File: config.mk
export PLATFORM = sky130hd
export DESIGN_NAME = ym3438_fsm
export DESIGN_NICKNAME = d
export VERILOG_FILES = /design/src/rtl/ym3438_pkg.sv /design/src/rtl/ym3438_edge_det.sv /design/src/rtl/ym3438_fsm.sv
export SDC_FILE = /design/constraint.sdc
export NUM_CORES = 1
export LEC_CHECK = 0
export CAP_MARGIN = 30
export CORE_MARGIN = 2
export CORE_UTILIZATION = 30
export DETAILED_ROUTE_END_ITERATION = 12
export SYNTH_ARGS = -nofsm -noshare
export SYNTH_HDL_FRONTEND = slang
export SYNTH_SLANG_ARGS = --single-unit
File: constraint.sdc
create_clock -name MCLK -period 4.05 [get_ports MCLK]
set_input_delay 0.81 -clock MCLK [delete_from_list [all_inputs] [get_ports MCLK]]
set_output_delay 0.81 -clock MCLK [all_outputs]
set_load 0.05 [all_outputs]
File: src/rtl/ym3438_pkg.sv
// Shared constants, types and slot decode for the ym3438 slot sequencer.
// The group-to-operator table follows the chip's op1, op3, op2, op4 slot order.
package ym3438_pkg;

    localparam int YM_NUM_CYCLES = 24;
    localparam int YM_CH_PER_GRP = 6;

    // Operator index per group, packed LSB-first: group0->0, group1->2, group2->1, group3->3
    localparam logic [7:0] YM_OP_MAP = {2'd3, 2'd1, 2'd2, 2'd0};

    typedef logic [4:0] cycle_t;

    typedef struct packed {
        cycle_t     cycle;
        logic [2:0] ch;
        logic [1:0] op;
    } slot_t;

    function automatic slot_t slot_decode(input cycle_t c);
        slot_t s;
        int    grp;
        grp     = int'(c) / YM_CH_PER_GRP;
        s.cycle = c;
        s.ch    = 3'(int'(c) - grp * YM_CH_PER_GRP);
        s.op    = YM_OP_MAP[{grp[1:0], 1'b0} +: 2];
        return s;
    endfunction

endpackage

File: src/rtl/ym3438_edge_det.sv
// Single-bit rising-edge detector in the MCLK domain.
// The pulse is combinational from the current level and its one-MCLK delayed copy.
module ym3438_edge_det (
    input  logic MCLK,
    input  logic reset,
    input  logic d,
    output logic rise
);

    logic d_q;

    // NOTE: sequential state uses non-blocking assignments so every flop samples pre-edge values.
    always_ff @(posedge MCLK) begin
        if (reset) begin
            d_q <= 1'b0;
        end else begin
            d_q <= d;
        end
    end

    assign rise = d & ~d_q;

endmodule

File: src/rtl/ym3438_fsm.sv
// Slot sequencer: advances the 24-slot counter on each c2 edge, realigns on a
// latched reset_fsm request. Define YM3438_FSM_FRAME_CNT_EN to add a frame counter.
module ym3438_fsm
    import ym3438_pkg::*;
(
    input  logic       MCLK,
    input  logic       reset,
    input  logic       c1,
    input  logic       c2,
    input  logic       reset_fsm,
    output logic [4:0] cycle,
    output logic [2:0] ch,
    output logic [1:0] op,
    output logic       sync_frame,
    output logic       slot_adv
`ifdef YM3438_FSM_FRAME_CNT_EN
    ,
    output logic [15:0] frame_cnt
`endif
);

    localparam cycle_t LAST_CYCLE = cycle_t'(YM_NUM_CYCLES - 1);

    logic   e1;
    logic   e2;
    logic   rq;
    logic   rq_eff;
    logic   wrap;
    cycle_t cycle_nxt;
    slot_t  slot_nxt;

    ym3438_edge_det u_c1_edge (
        .MCLK  (MCLK),
        .reset (reset),
        .d     (c1),
        .rise  (e1)
    );

    ym3438_edge_det u_c2_edge (
        .MCLK  (MCLK),
        .reset (reset),
        .d     (c2),
        .rise  (e2)
    );

    // A coincident e1 lands its request before the e2 that consumes it.
    assign rq_eff = e1 ? reset_fsm : rq;

    // NOTE: every always_comb output gets a default first so no latch is inferred.
    always_comb begin
        wrap      = 1'b0;
        cycle_nxt = cycle;
        if (rq_eff || (cycle > LAST_CYCLE)) begin
            cycle_nxt = '0;
        end else if (cycle == LAST_CYCLE) begin
            cycle_nxt = '0;
            wrap      = 1'b1;
        end else begin
            cycle_nxt = cycle + 5'd1;
        end
    end

    // Decode from the next value so cycle, ch and op update on the same MCLK.
    assign slot_nxt = slot_decode(cycle_nxt);

    always_ff @(posedge MCLK) begin
        if (reset) begin
            rq         <= 1'b0;
            cycle      <= '0;
            ch         <= '0;
            op         <= '0;
            sync_frame <= 1'b0;
            slot_adv   <= 1'b0;
        end else begin
            sync_frame <= e2 & wrap;
            slot_adv   <= e2;
            if (e1) begin
                rq <= reset_fsm;
            end
            if (e2) begin
                cycle <= slot_nxt.cycle;
                ch    <= slot_nxt.ch;
                op    <= slot_nxt.op;
            end
        end
    end

`ifdef YM3438_FSM_FRAME_CNT_EN
    always_ff @(posedge MCLK) begin
        if (reset) begin
            frame_cnt <= '0;
        end else if (e2 && rq_eff) begin
            frame_cnt <= '0;
        end else if (e2 && wrap) begin
            frame_cnt <= frame_cnt + 16'd1;
        end
    end
`endif

endmodule

== After elaboration in Yosys (flattened, before gate mapping) ==
Cells that the tools add are included.

* Equal/unequal tests: 1
* Shifts and indexed selects: 1
* Bitwise gates (word level): 5
* Add/subtract/negate cells: 2
* $mul: 1
* Muxes and demuxes: 5
* Reductions and logical operators: 1
* $lt $le $gt $ge: 1
* Divide/modulo/power cells: 1

{| class="wikitable"
|+ Operators with widths
! operator !! count
|-
| $div 6x4->32 const B || 1
|-
| $mul 32x3->2 const B || 1
|-
| $mux 5 || 2
|-
| $shiftx 8x4->2 const A || 1
|-
| $add 5x1->5 const B || 1
|-
| $eq 5x5->1 const B || 1
|-
| $gt 5x5->1 const B || 1
|-
| $and 1x1->1 || 3
|-
| $mux 1 || 3
|-
| $sub 3x3->3 || 1
|-
| $not 1->1 || 2
|-
| $logic_or 1x1->1 || 1
|}

* Register bits after elaboration: 15
* Input bits: 5
* Output and inout bits: 12

== Logic depth before layout (Yosys ltp) ==
* Word-level depth: 8
* Gate-level depth with buffers: 14
* Depth with buffers taken out: 13

== Modules after synthesis ==
Synthesis repeated with hierarchy kept, for this count alone.

* Cell total of the unflattened synthesis: 117
* Area total of the unflattened synthesis: 1014.7 sq um

{| class="wikitable"
|+ Modules (own cells, without submodules)
! module !! seq. area each (sq um) !! area an instance (sq um) !! cells an instance !! instances
|-
| ym3438_fsm || 240.2 || 919.6 || 111 || 1
|-
| ym3438_edge_det || 20.0 || 47.5 || 3 || 2
|}

== Least setup slack after synthesis ==
OpenSTA, ideal clock, no wires.

* Path kind: register -> register
* From: register cycle[1]
* To: register ch[2]
* Data arrival time: 3215 ps
* Stages on the path, launching flop included: 14
* Setup slack: 756 ps
* Buffers on the path: 0
* Clock period less this slack: 3294 ps
* Cell sequence: dfxtp_1 -> ha_1 -> nand2_1 -> nor3b_1 -> o21a_1 -> ha_1 -> nor3b_1 -> o22a_1 -> a221oi_1 -> a32oi_1 -> ha_1 -> xor2_1 -> xnor2_1 -> a211oi_2

* Cells in the longest elaborated chain, start to end: 6

{| class="wikitable"
|+ RTL lines
! what !! RTL line !! RTL
|-
| start, declared || ym3438_fsm.sv:11 || <nowiki>output logic [4:0] cycle,</nowiki>
|-
| start signal, assigned || ym3438_fsm.sv:81 || <nowiki>cycle <= slot_nxt.cycle;</nowiki>
|-
| $add 5x1->5, or another cell as far along || ym3438_fsm.sv:59 || <nowiki>cycle_nxt = cycle + 5'd1;</nowiki>
|-
| $mux 5 or $logic_or 1x1->1 (tied branches) || ym3438_fsm.sv:55, ym3438_fsm.sv:53 ||
|-
| $mux 5 * || ym3438_fsm.sv:53 || <nowiki>if (rq_eff || (cycle > LAST_CYCLE)) begin</nowiki>
|-
| via cycle_nxt[4] || ym3438_fsm.sv:29 || <nowiki>cycle_t cycle_nxt;</nowiki>
|-
| $div 6x4->32 * || ym3438_pkg.sv:22 || <nowiki>grp = int'(c) / YM_CH_PER_GRP;</nowiki>
|-
| $mul 32x3->2 * || ym3438_pkg.sv:24 || <nowiki>s.ch = 3'(int'(c) - grp * YM_CH_PER_GRP);</nowiki>
|-
| $sub 3x3->3 * || ym3438_pkg.sv:24 ||
|-
| end signal, assigned || ym3438_fsm.sv:82 || <nowiki>ch <= slot_nxt.ch;</nowiki>
|-
| end, declared || ym3438_fsm.sv:12 || <nowiki>output logic [2:0] ch,</nowiki>
|}

The timed path passes the listed nets; every way through them passes the cells marked *.
A chain may end at the register's enable or synchronous reset.

== Final worst setup path ==
* From: register cycle[0]
* To: register ch[2]

The elaborated chain is that of the path after synthesis.

==> metrics.md <==
| Metric | Value |
|---|---|
| Final Worst Setup Slack | 0.416 ns |
| Crit-path most repeated cell | ha_1 |
| Critical path class | flop to flop |
| Clock Skew | 0.00446 ns |
| Share of power burned in registers | 0.484 |
| Pre-Repair DR Iteration Count | 4 |
| Synth warn | 0 |
| Critical Path Source Type | flop |
| CP cell instances | ha_1 > nand2_1 > nor3b_1 > o21a_1 > ha_1 > nor3b_1 > o22a_1 > a221oi_1 > a32oi_1 > ha_1 > xor2_1 > xnor2_1 > a211oi_2 |
| Worst slew margin | 0.498 |
| Post-Syn Nets | 131 |
| Worst-Margin Slew | 0.751 ns |
| Routed Antenna Nets | 0 |
| Max incr delay on CP | 0.60 ns |
| Combinational Power Share | 0.194 |
| Reg2Reg Depth | 13 |
| Net Sw Frac | 0.285 |
| Net Sw Power | 0.0875 mW |
| Worst-case clock buffer depth | 2 |
| Crit. End Element | flop |
| Fin. max-slew vios | 0 |
| CP Data Required Time | 4.18 ns |
| Worst Hold Class | flop to flop |
| Max Cap Viol | 0 |
| Grt total ovfl | 0 |
| Vias | 920 |
| Fmax | 275 MHz |
| Synth top area share | 0.291 |
| Worst vdd ir | 0.000235 V |
| CP arrival | 3.77 ns |
| Clock power frac | 0.322 |
| CTS tree | yes |
| Antenna cell count | 0 |
| Slowest cell on crit path | dfxtp_1 |
| 1st-iter DRT viols | 20 |
| # IOs | 17 |
| Cells after synthesis | 122 |
| GP Congestion | 0.860 |
| Final setup fails | 0 |
| Filler cells | 335 |
| Worst Setup EP | ch[2] |
| Placed cells | 175 |
| Cell taking the most area after synthesis | dfxtp_1 |
| CP startpoint | cycle[0] |
| Vias in the first global route | 835 |
| # nets final | 145 |
| Hold Path Stages | 2 |
| Final TNS setup | 0 ns |
| Result of the run | completed |
| Synthesis-stage register bit count | 14 |
| Layout area overhead | 23.4% |
| Register area share after synthesis | 0.291 |
| Final hold vios | 0 |
| Synth top area cells | dfxtp_1, ha_1, nand2_1 |
| Antenna violations before repair | 0 |
| Detailed Place HPWL | 1640 um |
| DIE AREA | 0.00368 mm^2 |
| DR WL/cell | 12.5 um |
| Drt drc | 0 |
| Worst r2r dst | ch[2] |
| Largest net degree at the start of global routing | 20 |
| Clk sink count | 14 |
| Total track usage | 0.131 |
| FP Rows | 20 |
| RSZ-0062 raised after global routing | no |
| CTS buffer count | 3 |
| Share of cells above drive strength 1 | 0.0889 |
| DIE HEIGHT | 60.6 um |
| Min Hold Slack | 0.505 ns |
| Hold_buf cts | 0 |
| Final worst path period share | 0.897 |
| Clock Pin Slew Worst Setup and Hold Paths | 0.09 ns |
| Cell-internal power | 0.220 mW |
| Mean area per synthesized cell | 7.89 um^2 |
| Most frequent cells in the layout | clkdlybuf4s50_1, dfxtp_1, nand2_1, nor2_1, a21oi_1 |
| Reg2Reg Launch Point | cycle[0] |
| Synthesized area | 962 um^2 |
| H-tree depth | 1 |
| Post-synth cell types | 37 |
| Final non-filler cell total | 179 |
| Worst skew pair latency | 0.28 ns |
| Ys async rst share | 0 |
| Post-CTS setup buffers | 0 |
| Starting Density | 0.315 |
| Setup WS pre-CTS | 0.245 ns |
| Core Area | 0.00305 mm^2 |
| Final WL | 2240 um |
| Global-route wire length before repair | 3680 um |
| Die W | 60.6 um |
| Pwr per Cell Area | 259 mW/mm^2 |
| Routed vias/inst | 5.14 |
| Synth Flop Type | dfxtp_1 |
| Worst Path Max Fanout | 14 |
| R2R setup slack | 0.42 ns |
| Most common cell after layout, fill and taps aside | clkdlybuf4s50_1 |
| CTS resizes | 0 |
| Clock root buffer | clkbuf_4 |
| Count of flip-flops with a built-in enable after synthesis | 0 |
| Lkg Pwr | 0.494 nW |
| IO buf count | 16 |
| Minimum clock period | 3.63 ns |
cell type report:
| class | instances | area [um^2] | share of cell area |
|---|---|---|---|
| multi-input combinational | 93 | 614 | 0.517 |
| clock buffer | 4 | 36.3 | 0.0306 |
| inverter | 5 | 18.8 | 0.0158 |
| timing repair buffer | 19 | 183 | 0.154 |
| tap | 44 | 55.1 | 0.0464 |
| sequential | 14 | 280 | 0.236 |
power by group through the flow:
| stage | Clock [mW] | Combinational, mW | Sequential, mW |
|---|---|---|---|
| floorplan | 0 | 0.0293 | 0.163 |
| global placement | 0 | 0.0587 | 0.152 |
| detailed placement | 0 | 0.0594 | 0.152 |
| CTS | 0.103 | 0.0598 | 0.149 |
| global route | 0.111 | 0.0650 | 0.150 |
| finish | 0.0989 | 0.0597 | 0.149 |
per-layer routing:
metal	up-vias	GRT usage	share of wire
li1	465	-	-
met1	429	0.181	0.51
met2	24	0.203	0.44
met3	2	0.0426	0.047
met4	0	0.0280	0.0085
met5	-	0	0
Yosys cell counts, drive strengths merged (3+ instances only):
library cell	instances
ha	4
a21o	5
a21oi	9
clkbuf	5
nor2	11
inv	5
o21a	3
nor2b	5
dfxtp	14
a211oi	7
nand3	3
buf	5
nand2	13
o21ai	5
nor3b	3
per-stage QoR:
stage | utilization | total power [mW] | cell area, um^2
floorplan | - | 0.192 | 962
global placement | 0.377 | 0.211 | 1150
detailed placement | 0.377 | 0.212 | 1150
CTS | 0.389 | 0.312 | 1190
global route | 0.389 | 0.326 | 1190
finish | 0.389 | 0.307 | 1190
cells by family (layout without fill, tap and decap cells):
| family | count (synthesis) | in the layout | synth area share |
|---|---|---|---|
| buffers and inverters | 15 | 28 | 0.0702 |
| flip-flops | 14 | 14 | 0.291 |
| AO/OA/AOI/OAI | 40 | 40 | 0.299 |
| AND/OR/NAND/NOR | 46 | 46 | 0.260 |
| adder cells (fa/ha/maj) | 4 | 4 | 0.0520 |
| XOR/XNOR | 3 | 3 | 0.0273 |
worst min path at each step:
stage	startpoint	end	slack [ns]
2_1_floorplan	rq	rq	0.61
3_3_place_gp	ch[1]	ch[1]	0.49
3_5_place_dp	op[0]	op[0]	0.50
4_1_cts	op[0]	op[0]	0.52
5_1_grt	ch[1]	ch[1]	0.58
6_report	op[0]	op[0]	0.50
state kept, by name (all words and copies together) (netlist names):
name	cells
sync_frame	1
slot_adv	1
ch	2
u_c2_edge.d_q	1
cycle	5
u_c1_edge.d_q	1
rq	1
op	2
worst max-delay path: cells and delay by family (launching register included):
family / cells / cell delay, ns
AO/OA/AOI/OAI: 5 / 1.06
flip-flops: 1 / 0.60
XOR/XNOR: 2 / 0.37
AND/OR/NAND/NOR: 3 / 0.46
adder cells (fa/ha/maj): 3 / 0.98
Note: power is estimated with default switching activity, not from simulation.
